## config.mk

```make
export PLATFORM = sky130hd
export DESIGN_NAME = moore_seq_detector
export DESIGN_NICKNAME = d
export VERILOG_FILES = /design/src/rtl/moore_seq_detector.sv
export SDC_FILE = /design/constraint.sdc
export NUM_CORES = 1
export LEC_CHECK = 0
export BUFFER_PORTS_ARGS = -buffer_cell sky130_fd_sc_hd__buf_2
export CAP_MARGIN = 20
export CORE_AREA = 8 8 45 47
export DETAILED_ROUTE_END_ITERATION = 10
export DIE_AREA = 0 0 53 55
export GPL_TIMING_DRIVEN = 0
export PLACE_DENSITY_LB_ADDON = 0.2
export SLEW_MARGIN = 10
export SYNTH_ARGS = -nofsm -noshare
export SYNTH_HDL_FRONTEND = slang
export SYNTH_SLANG_ARGS = --single-unit
```

## constraint.sdc

```tcl
create_clock -name Clk -period 1.4 [get_ports Clk]
set_input_delay 0.07 -clock Clk [delete_from_list [all_inputs] [get_ports Clk]]
set_output_delay 0.07 -clock Clk [all_outputs]
set_load 0.02 [all_outputs]
```

## src/rtl/moore_seq_detector.sv

```systemverilog
// -----------------------------------------------------------------------------
// moore_seq_detector
//
// Moore-style serial sequence detector. One qualified bit is consumed per
// cycle. The last LEN bits are kept in a shift register together with a fill
// count. Match is decoded purely from registered state, so there is no
// combinational path from Din or DinValid to Match.
//
// Parameters:
//   LEN      pattern length in bits (2..16)
//   PATTERN  LEN-bit pattern, MSB is the first bit received
//   OVERLAP  1: matches may share bits; 0: bits of a match are not reused
//   CNT_W    match counter width (1..16)
//
// Build option:
//   SEQDET_COUNT_EN  when defined, a saturating match counter is built.
//                    When undefined, MatchCount and CountSat are tied to 0.
//
// Ports:
//   Clk         sole clock, rising edge
//   Reset_n     synchronous active-low reset (highest priority)
//   Clear       synchronous active-high soft clear (beats DinValid)
//   Din         serial data bit
//   DinValid    Din is sampled only when 1
//   Match       1 while the registered window equals PATTERN
//   Progress    fill count, 0..LEN
//   MatchCount  saturating number of matches
//   CountSat    MatchCount is all-ones
// -----------------------------------------------------------------------------
module moore_seq_detector #(
    parameter int             LEN     = 4,
    parameter logic [LEN-1:0] PATTERN = 4'b1011,
    parameter bit             OVERLAP = 1'b1,
    parameter int             CNT_W   = 8
) (
    input  logic                       Clk,
    input  logic                       Reset_n,
    input  logic                       Clear,
    input  logic                       Din,
    input  logic                       DinValid,
    output logic                       Match,
    output logic [$clog2(LEN+1)-1:0]   Progress,
    output logic [CNT_W-1:0]           MatchCount,
    output logic                       CountSat
);

    localparam int             FW    = $clog2(LEN + 1);
    localparam logic [FW-1:0]  LEN_F = FW'(LEN);

    logic [LEN-1:0] hist_reg;
    logic [LEN-1:0] hist_next;
    logic [FW-1:0]  fill_reg;
    logic [FW-1:0]  fill_next;
    logic [LEN-1:0] bit_eq;
    logic           zero_state;

    // Reset and clear share one effect; reset simply wins in priority.
    assign zero_state = !Reset_n || Clear;

    // Per-bit pattern comparison of the registered window.
    genvar gi;
    generate
        for (gi = 0; gi < LEN; gi++) begin : g_cmp
            assign bit_eq[gi] = (hist_reg[gi] == PATTERN[gi]);
        end
    endgenerate

    assign Match    = (fill_reg == LEN_F) && (&bit_eq);
    assign Progress = fill_reg;

    always_comb begin
        hist_next = hist_reg;
        fill_next = fill_reg;
        if (DinValid) begin
            hist_next = {hist_reg[LEN-2:0], Din};
            // In non-overlap mode the bit arriving while a match is shown
            // starts a fresh window, so the matched bits are not reused.
            if (!OVERLAP && Match) begin
                fill_next = FW'(1);
            end else if (fill_reg != LEN_F) begin
                fill_next = fill_reg + FW'(1);
            end
        end
    end

    always_ff @(posedge Clk) begin
        if (zero_state) begin
            hist_reg <= '0;
            fill_reg <= '0;
        end else begin
            hist_reg <= hist_next;
            fill_reg <= fill_next;
        end
    end

`ifdef SEQDET_COUNT_EN
    logic             match_next;
    logic [CNT_W-1:0] cnt_reg;

    // Counting looks ahead at the state being loaded, so the count moves on
    // the same edge that makes Match rise (or keeps it high on overlaps).
    assign match_next = (fill_next == LEN_F) && (hist_next == PATTERN);

    always_ff @(posedge Clk) begin
        if (zero_state) begin
            cnt_reg <= '0;
        end else if (DinValid && match_next && (cnt_reg != {CNT_W{1'b1}})) begin
            cnt_reg <= cnt_reg + CNT_W'(1);
        end
    end

    assign MatchCount = cnt_reg;
    assign CountSat   = &cnt_reg;
`else
    assign MatchCount = '0;
    assign CountSat   = 1'b0;
`endif

endmodule

```

* Word-level counts from Yosys, hierarchy flattened
Index checks and enable logic that the tools add are counted.
** Storage, ports and cells
- Register bits :: 7
- Word-level logic and storage cells :: 11
- Output and inout port bits :: 13
- Input port bits :: 5
** Cells by class
- Bitwise logic cells :: 1
- Reductions and logical operators :: 5
- Equality and inequality tests :: 2
- Add/sub/neg operators :: 1
** Operators by type and width (number)
- $reduce_and 4->1 :: 1
- $add 3x1->3 const B :: 1
- $eq 3x3->1 const B :: 1
- $ne 3x3->1 const B :: 1
- $reduce_and 2->1 :: 1
- $logic_and 1x1->1 :: 1
- $logic_not 1->1 :: 1
- $logic_or 1x1->1 :: 1
- $not 1->1 :: 1

* Longest topological paths before layout
Gate-level depths: netlist (run 1).
- Depth in word-level cells :: 3
- Depth in mapped cells :: 4
- Gate-level depth less buffers :: 4

* Worst setup path after synthesis (run 1)
No wires, ideal clock.
- Path type :: reg-to-output
- Start point :: register fill_reg[0], in the netlist Progress[0]
- End point :: output port Match
- Path slack :: 0.044 ns
- Stages on the path, launching flop included :: 5
- Path buffers :: 0
- Data required time :: 1.330 ns
- Arrival time :: 1.286 ns
- Path through :: dfxtp_1 > inv_1 > ha_1 > nand4_1 > nor3b_1
** On the way
- Cells in the longest elaborated chain, start to end :: 2
** Ends and longest elaborated chain
- start, declared :: line 52 : logic [FW-1:0] fill_reg;
- start signal, assigned :: line 92 : fill_reg <= fill_next;
- $eq 3x3->1 :: line 68 : assign Match = (fill_reg == LEN_F) && (&bit_eq);
- $logic_and 1x1->1 :: line 68
- end, declared :: line 41 : output logic Match,
Every way passes these cells.

* Worst setup path after layout (run 1)
Same ends and word-level chain as after synthesis.

==> qor.txt, run 1 <==
Most common cell after layout, fill and taps aside: buf_4
Final Power: 0.000482 W
Fmax achieved: 751 MHz
Clk network pwr share: 0.398
Sw Share: 0.282
Bufs and invs on worst path: 2
Post-layout util: 0.404
Initial antenna violation count: 0
WS Path Type: reg -> out
Register-to-Register Path Depth: 5
Power Density: 863 nW/um^2
Initial core utilization: 0.294
Top cell type by total area after synthesis: dfxtp_1
Max rail drop VDD: 0.000396 V
Gate power share: 0.176
Avg Cell Area, Syn: 9.46 um^2
Slowest-stage cell, CP: dfxtp_4
Hold crit path type: in -> reg
Row count: 14
Placed inst area: 492 um^2
R2R setup slack: 270 ps
Post-synth top area share: 0.345
Drt total wl: 824 um
CTS Hold Bufs: 0
CP Depth: 5
Seq pwr share: 0.426
Sequential area share after synthesis: 0.345
Area Growth Syn to Fin: 37.5%
Crit path required time: 1330 ps
Hold Slack: 47.9 ps
Fin cells: 80
Max Cap Viol: 0
Via-to-Cell Ratio: 4.11
Yosys Warn Count: 0
Cts bufs inserted: 3
CTS Root Cell: clkbuf_4
Fin nets: 72
Slew Limit Fails: 0
Synth Flop Type: dfxtp_1
Worst-path maximum fanout: 5
GPL Wtd Cong: 0.674
Final HPWL DP: 606 um
Fin crit period: 1330 ps
Area of the multi-input gates: 234 um^2
Fin area: 559 um^2
Final Hold Fails: 0
Crit path cell chain: inv_2 > ha_4 > nand4_1 > nor3b_2 > buf_4
# diodes: 0
Post-synth EDFFs: 0
H-tree level count: 1
First-pass GRT wire length: 1250 um
Die ar.: 2920 um^2
Share of cells above drive strength 1: 0.469
CTS tree: yes
Die height: 55 um
Worst r2r src: Progress[0]
Synthesized area: 407 um^2
RSZ-0062 raised after global routing: true
IO Port Bufs: 7
Vias: 329
Hold Crit Endpoint: hist_reg[0]
Outcome: finished clean
Clock sinks: 7
Critical Path Max Stage Delay: 360 ps
Int Power: 0.000347 W
Lkg Pwr: 0.280 nW
Yosys cell types: 17
Worst-Skew Late Latency: 260 ps
Synth Register Bits: 7
Finish-stage setup viols: 0
Most frequent cells in the layout: buf_4 (12), conb_1 (9), buf_2 (7)
CTS clk-pin slew, worst paths: 60 ps
Synth top area cells: dfxtp_1 (34%), buf_4 (17%), mux2i_1 (15%)
Die X: 53 um
# DRC: 0
Vias in the first global route: 314
Avg WL per Cell: 10.3 um
Synth Instances: 43
Post-Place Cells: 74
# IOs: 18
Tcrit/Tclk final: 0.951
TritonRoute pass-1 iters: 3
Initial DRC Count: 3
P_sw: 0.000136 W
Critical Path AT: 1260 ps
Core area: 1380 um^2
Min-Delay Path Depth: 3
Largest net degree at the start of global routing: 8
Clock skew: 1.67 ps
Hold path start: Din
Number of flip-flops in the largest register: 4
GRT overflow: 0
Gr usage total: 0.0613
Antenna Violating Nets Remaining: 0
CP Launch Type: flip-flop
Element type at the critical path end: output port
FF+latch area: 145 um^2
Reg2reg end: Progress[1]
Top delay family on crit path: flip-flops
Clk buf depth: 2
Fillcell total: 143
FFs w/ async S/R, synth: 0
==> stage by stage <==
stage,TNS [ps],worst slack [ps]
3_3_place_gp,0,236
2_1_floorplan,0,43.6
6_report,0,69.1
5_1_grt,-14.5,-14.5
4_1_cts,0,21.5
3_5_place_dp,0,243
==> timing repair <==
| action | in CTS | in global routing |
|---|---|---|
| endpoints found under the hold margin | 0 | 0 |
| pin swaps | 0 | 2 |
| endpoints found under the setup margin | 1 | 1 |
| buffers inserted | 0 | 2 |
| gates resized for setup | 4 | 5 |
==> power groups by stage <==
stage               registers (W)  clock network, W  logic (W)
finish                   0.000205          0.000192  0.0000851
floorplan                0.000212                 0  0.0000622
global placement         0.000210                 0  0.0000764
global route             0.000206          0.000208  0.0000936
detailed placement       0.000210                 0  0.0000765
CTS                      0.000206          0.000195  0.0000771
==> worst reg2reg max path: stages, from the launching register on <==
cell	delay [ps]
dfxtp_4	370
inv_2	50
ha_4	150
buf_4	130
a21boi_2	180
mux2i_1	190
==> routing by layer <==
layer,up-vias,GRT usage,wire length [um]
li1,169,-,-
met1,139,0.0626,321
met2,17,0.0820,330
met3,4,0.0214,127
met4,0,0.0905,44
met5,-,0,0
==> logic make-up (layout without fill, tap and decap cells) <==
group                      Yosys count  after routing  synth area share
and+or+nand+nor                     13             13             0.200
muxes                                6              6             0.148
DFF                                  7              7             0.345
adders and majority gates            2              2            0.0615
other                                1              9           0.00922
buffers and inverters               12             25             0.197
AOI/OAI and AO/OA                    2              2            0.0400
==> how the worst max path moves through the flow <==
stage / startpoint / end
floorplan: Progress[0] / Match
global placement: Progress[0] / Match
detailed placement: Progress[0] / Match
CTS: Progress[0] / Match
global route: Progress[0] / Match
finish: Progress[0] / Match
==> Yosys cell counts (2+ instances only) <==
cell type	instances
buf_4	9
dfxtp_1	7
ha_1	2
inv_1	2
nand3b_1	3
nor2_1	4
mux2i_1	6
==> layout make-up <==
class	count	area share
well taps	16	0.0358
flip-flops and latches	7	0.260
multi-input cells	32	0.418
clock inverters	1	0.00895
repair buffers	9	0.0940
plain buffers	10	0.130
inverters	2	0.0134
clock buffers	3	0.0403
Power figures use the tool's default switching activity.
==> run 2, diff against run 1 <==
MAX_ROUTING_LAYER = met4   (was not set)
==> run 2 against run 1 <==
Total power fell by 0.91%. Clock-buffer cell count did not move. Clock power fell by 3%. First-iteration DRC count rose to 2.7 times the previous value. Final area did not move. Highest routed layer unchanged.
==> qor.txt, run 2 (synthesis gave the netlist of run 1 again) <==
Area Growth Syn to Fin: 37.5%
FF+latch area: 145 um^2
CTS Root Cell: clkbuf_4
GRT overflow: 0
Via-to-Cell Ratio: 4.09
Final Power: 0.000478 W
Clock skew: 1.36 ps
Slew Limit Fails: 0
Initial core utilization: 0.294
Fillcell total: 143
Avg WL per Cell: 10.2 um
Clk buf depth: 2
Post-layout util: 0.404
Row count: 14
Hold path start: Din
Element type at the critical path end: output port
Tcrit/Tclk final: 0.948
Outcome: finished clean
Hold crit path type: in -> reg
Max rail drop VDD: 0.000395 V
Die X: 53 um
Fmax achieved: 754 MHz
Finish-stage setup viols: 0
Final HPWL DP: 606 um
Number of flip-flops in the largest register: 4
Final Hold Fails: 0
R2R setup slack: 270 ps
Crit path required time: 1330 ps
Die ar.: 2920 um^2
Placed inst area: 492 um^2
# IOs: 18
Max Cap Viol: 0
Critical Path AT: 1260 ps
Share of cells above drive strength 1: 0.469
CP Launch Type: flip-flop
Fin area: 559 um^2
WS Path Type: reg -> out
CTS tree: yes
Initial DRC Count: 8
Fin cells: 80
CP startpoint: Progress[0]
Lkg Pwr: 0.280 nW
CTS Hold Bufs: 0
Power Density: 855 nW/um^2
Largest net degree at the start of global routing: 8
Cts bufs inserted: 3
Worst-Skew Late Latency: 250 ps
IO Port Bufs: 7
Clock sinks: 7
Most common cell after layout, fill and taps aside: buf_4
Gr usage total: 0.0632
H-tree level count: 1
TritonRoute pass-1 iters: 4
Fin crit period: 1330 ps
Most frequent cells in the layout: buf_4 (12), conb_1 (9), buf_2 (7)
Core area: 1380 um^2
Vias in the first global route: 314
Post-Place Cells: 74
Reg2reg end: Progress[0]
Hold Crit Endpoint: hist_reg[0]
Drt total wl: 816 um
Min-Delay Path Depth: 3
CTS clk-pin slew, worst paths: 60 ps
Vias: 327
Worst r2r src: Progress[0]
Setup TNS: 0 ps
# DRC: 0
Die height: 55 um
Worst-path maximum fanout: 5
Fin nets: 72
First-pass GRT wire length: 1250 um
Register-to-Register Path Depth: 5
# diodes: 0
Antenna Violating Nets Remaining: 0
GPL Wtd Cong: 0.680
Area of the multi-input gates: 234 um^2
RSZ-0062 raised after global routing: true
Initial antenna violation count: 0
[run 2: worst max-delay path by stage]
stage	endpoint	slack [ps]
final	Match	70
after global routing	Match	-10
after CTS	Match	20
after detailed placement	Match	240
after global placement	Match	240
after floorplan	Match	40
[run 2: final cells by class]
type                            instances  share of cell area
Multi-Input combinational cell         32               0.418
Sequential cell                         7               0.260
Buffer                                 10               0.130
Timing Repair Buffer                    9              0.0940
Clock buffer                            3              0.0403
Tap cell                               16              0.0358
Inverter                                2              0.0134
Clock inverter                          1             0.00895
[run 2: timing repair]
action                     CTS  global route
buffers inserted             0             2
gates resized for setup      4             5
pin swaps                    0             2
setup endpoints to repair    1             1
cloned                       0             0
[run 2: critical path: stages, from the launching register on]
cell and delay (ps):
dfxtp_4 360, inv_2 60, ha_4 130, nand4_1 110, nor3b_2 190, buf_4 160
[run 2: layer usage]
| metal | vias to the layer above | share of wire | track usage |
|---|---|---|---|
| li1 | 169 | - | - |
| met1 | 139 | 0.39 | 0.0641 |
| met2 | 17 | 0.42 | 0.0820 |
| met4 | 0 | 0.037 | 0.0905 |
| met3 | 2 | 0.15 | 0.0187 |
| met5 | - | 0 | - |
[run 2: metrics by stage]
stage               setup WS [ps]  hold WS [ps]
detailed placement            243           319
finish                       73.0          53.8
global route                -14.5          80.5
floorplan                    43.6           217
global placement              236           310
CTS                          21.5          52.6
[run 2: power by group]
group / total (W) / internal (W) / switching [W]
Clock: 0.000187 / 0.000105 / 0.0000825
Sequential: 0.000205 / 0.000202 / 0.00000361
Combinational: 0.0000854 / 0.0000399 / 0.0000454
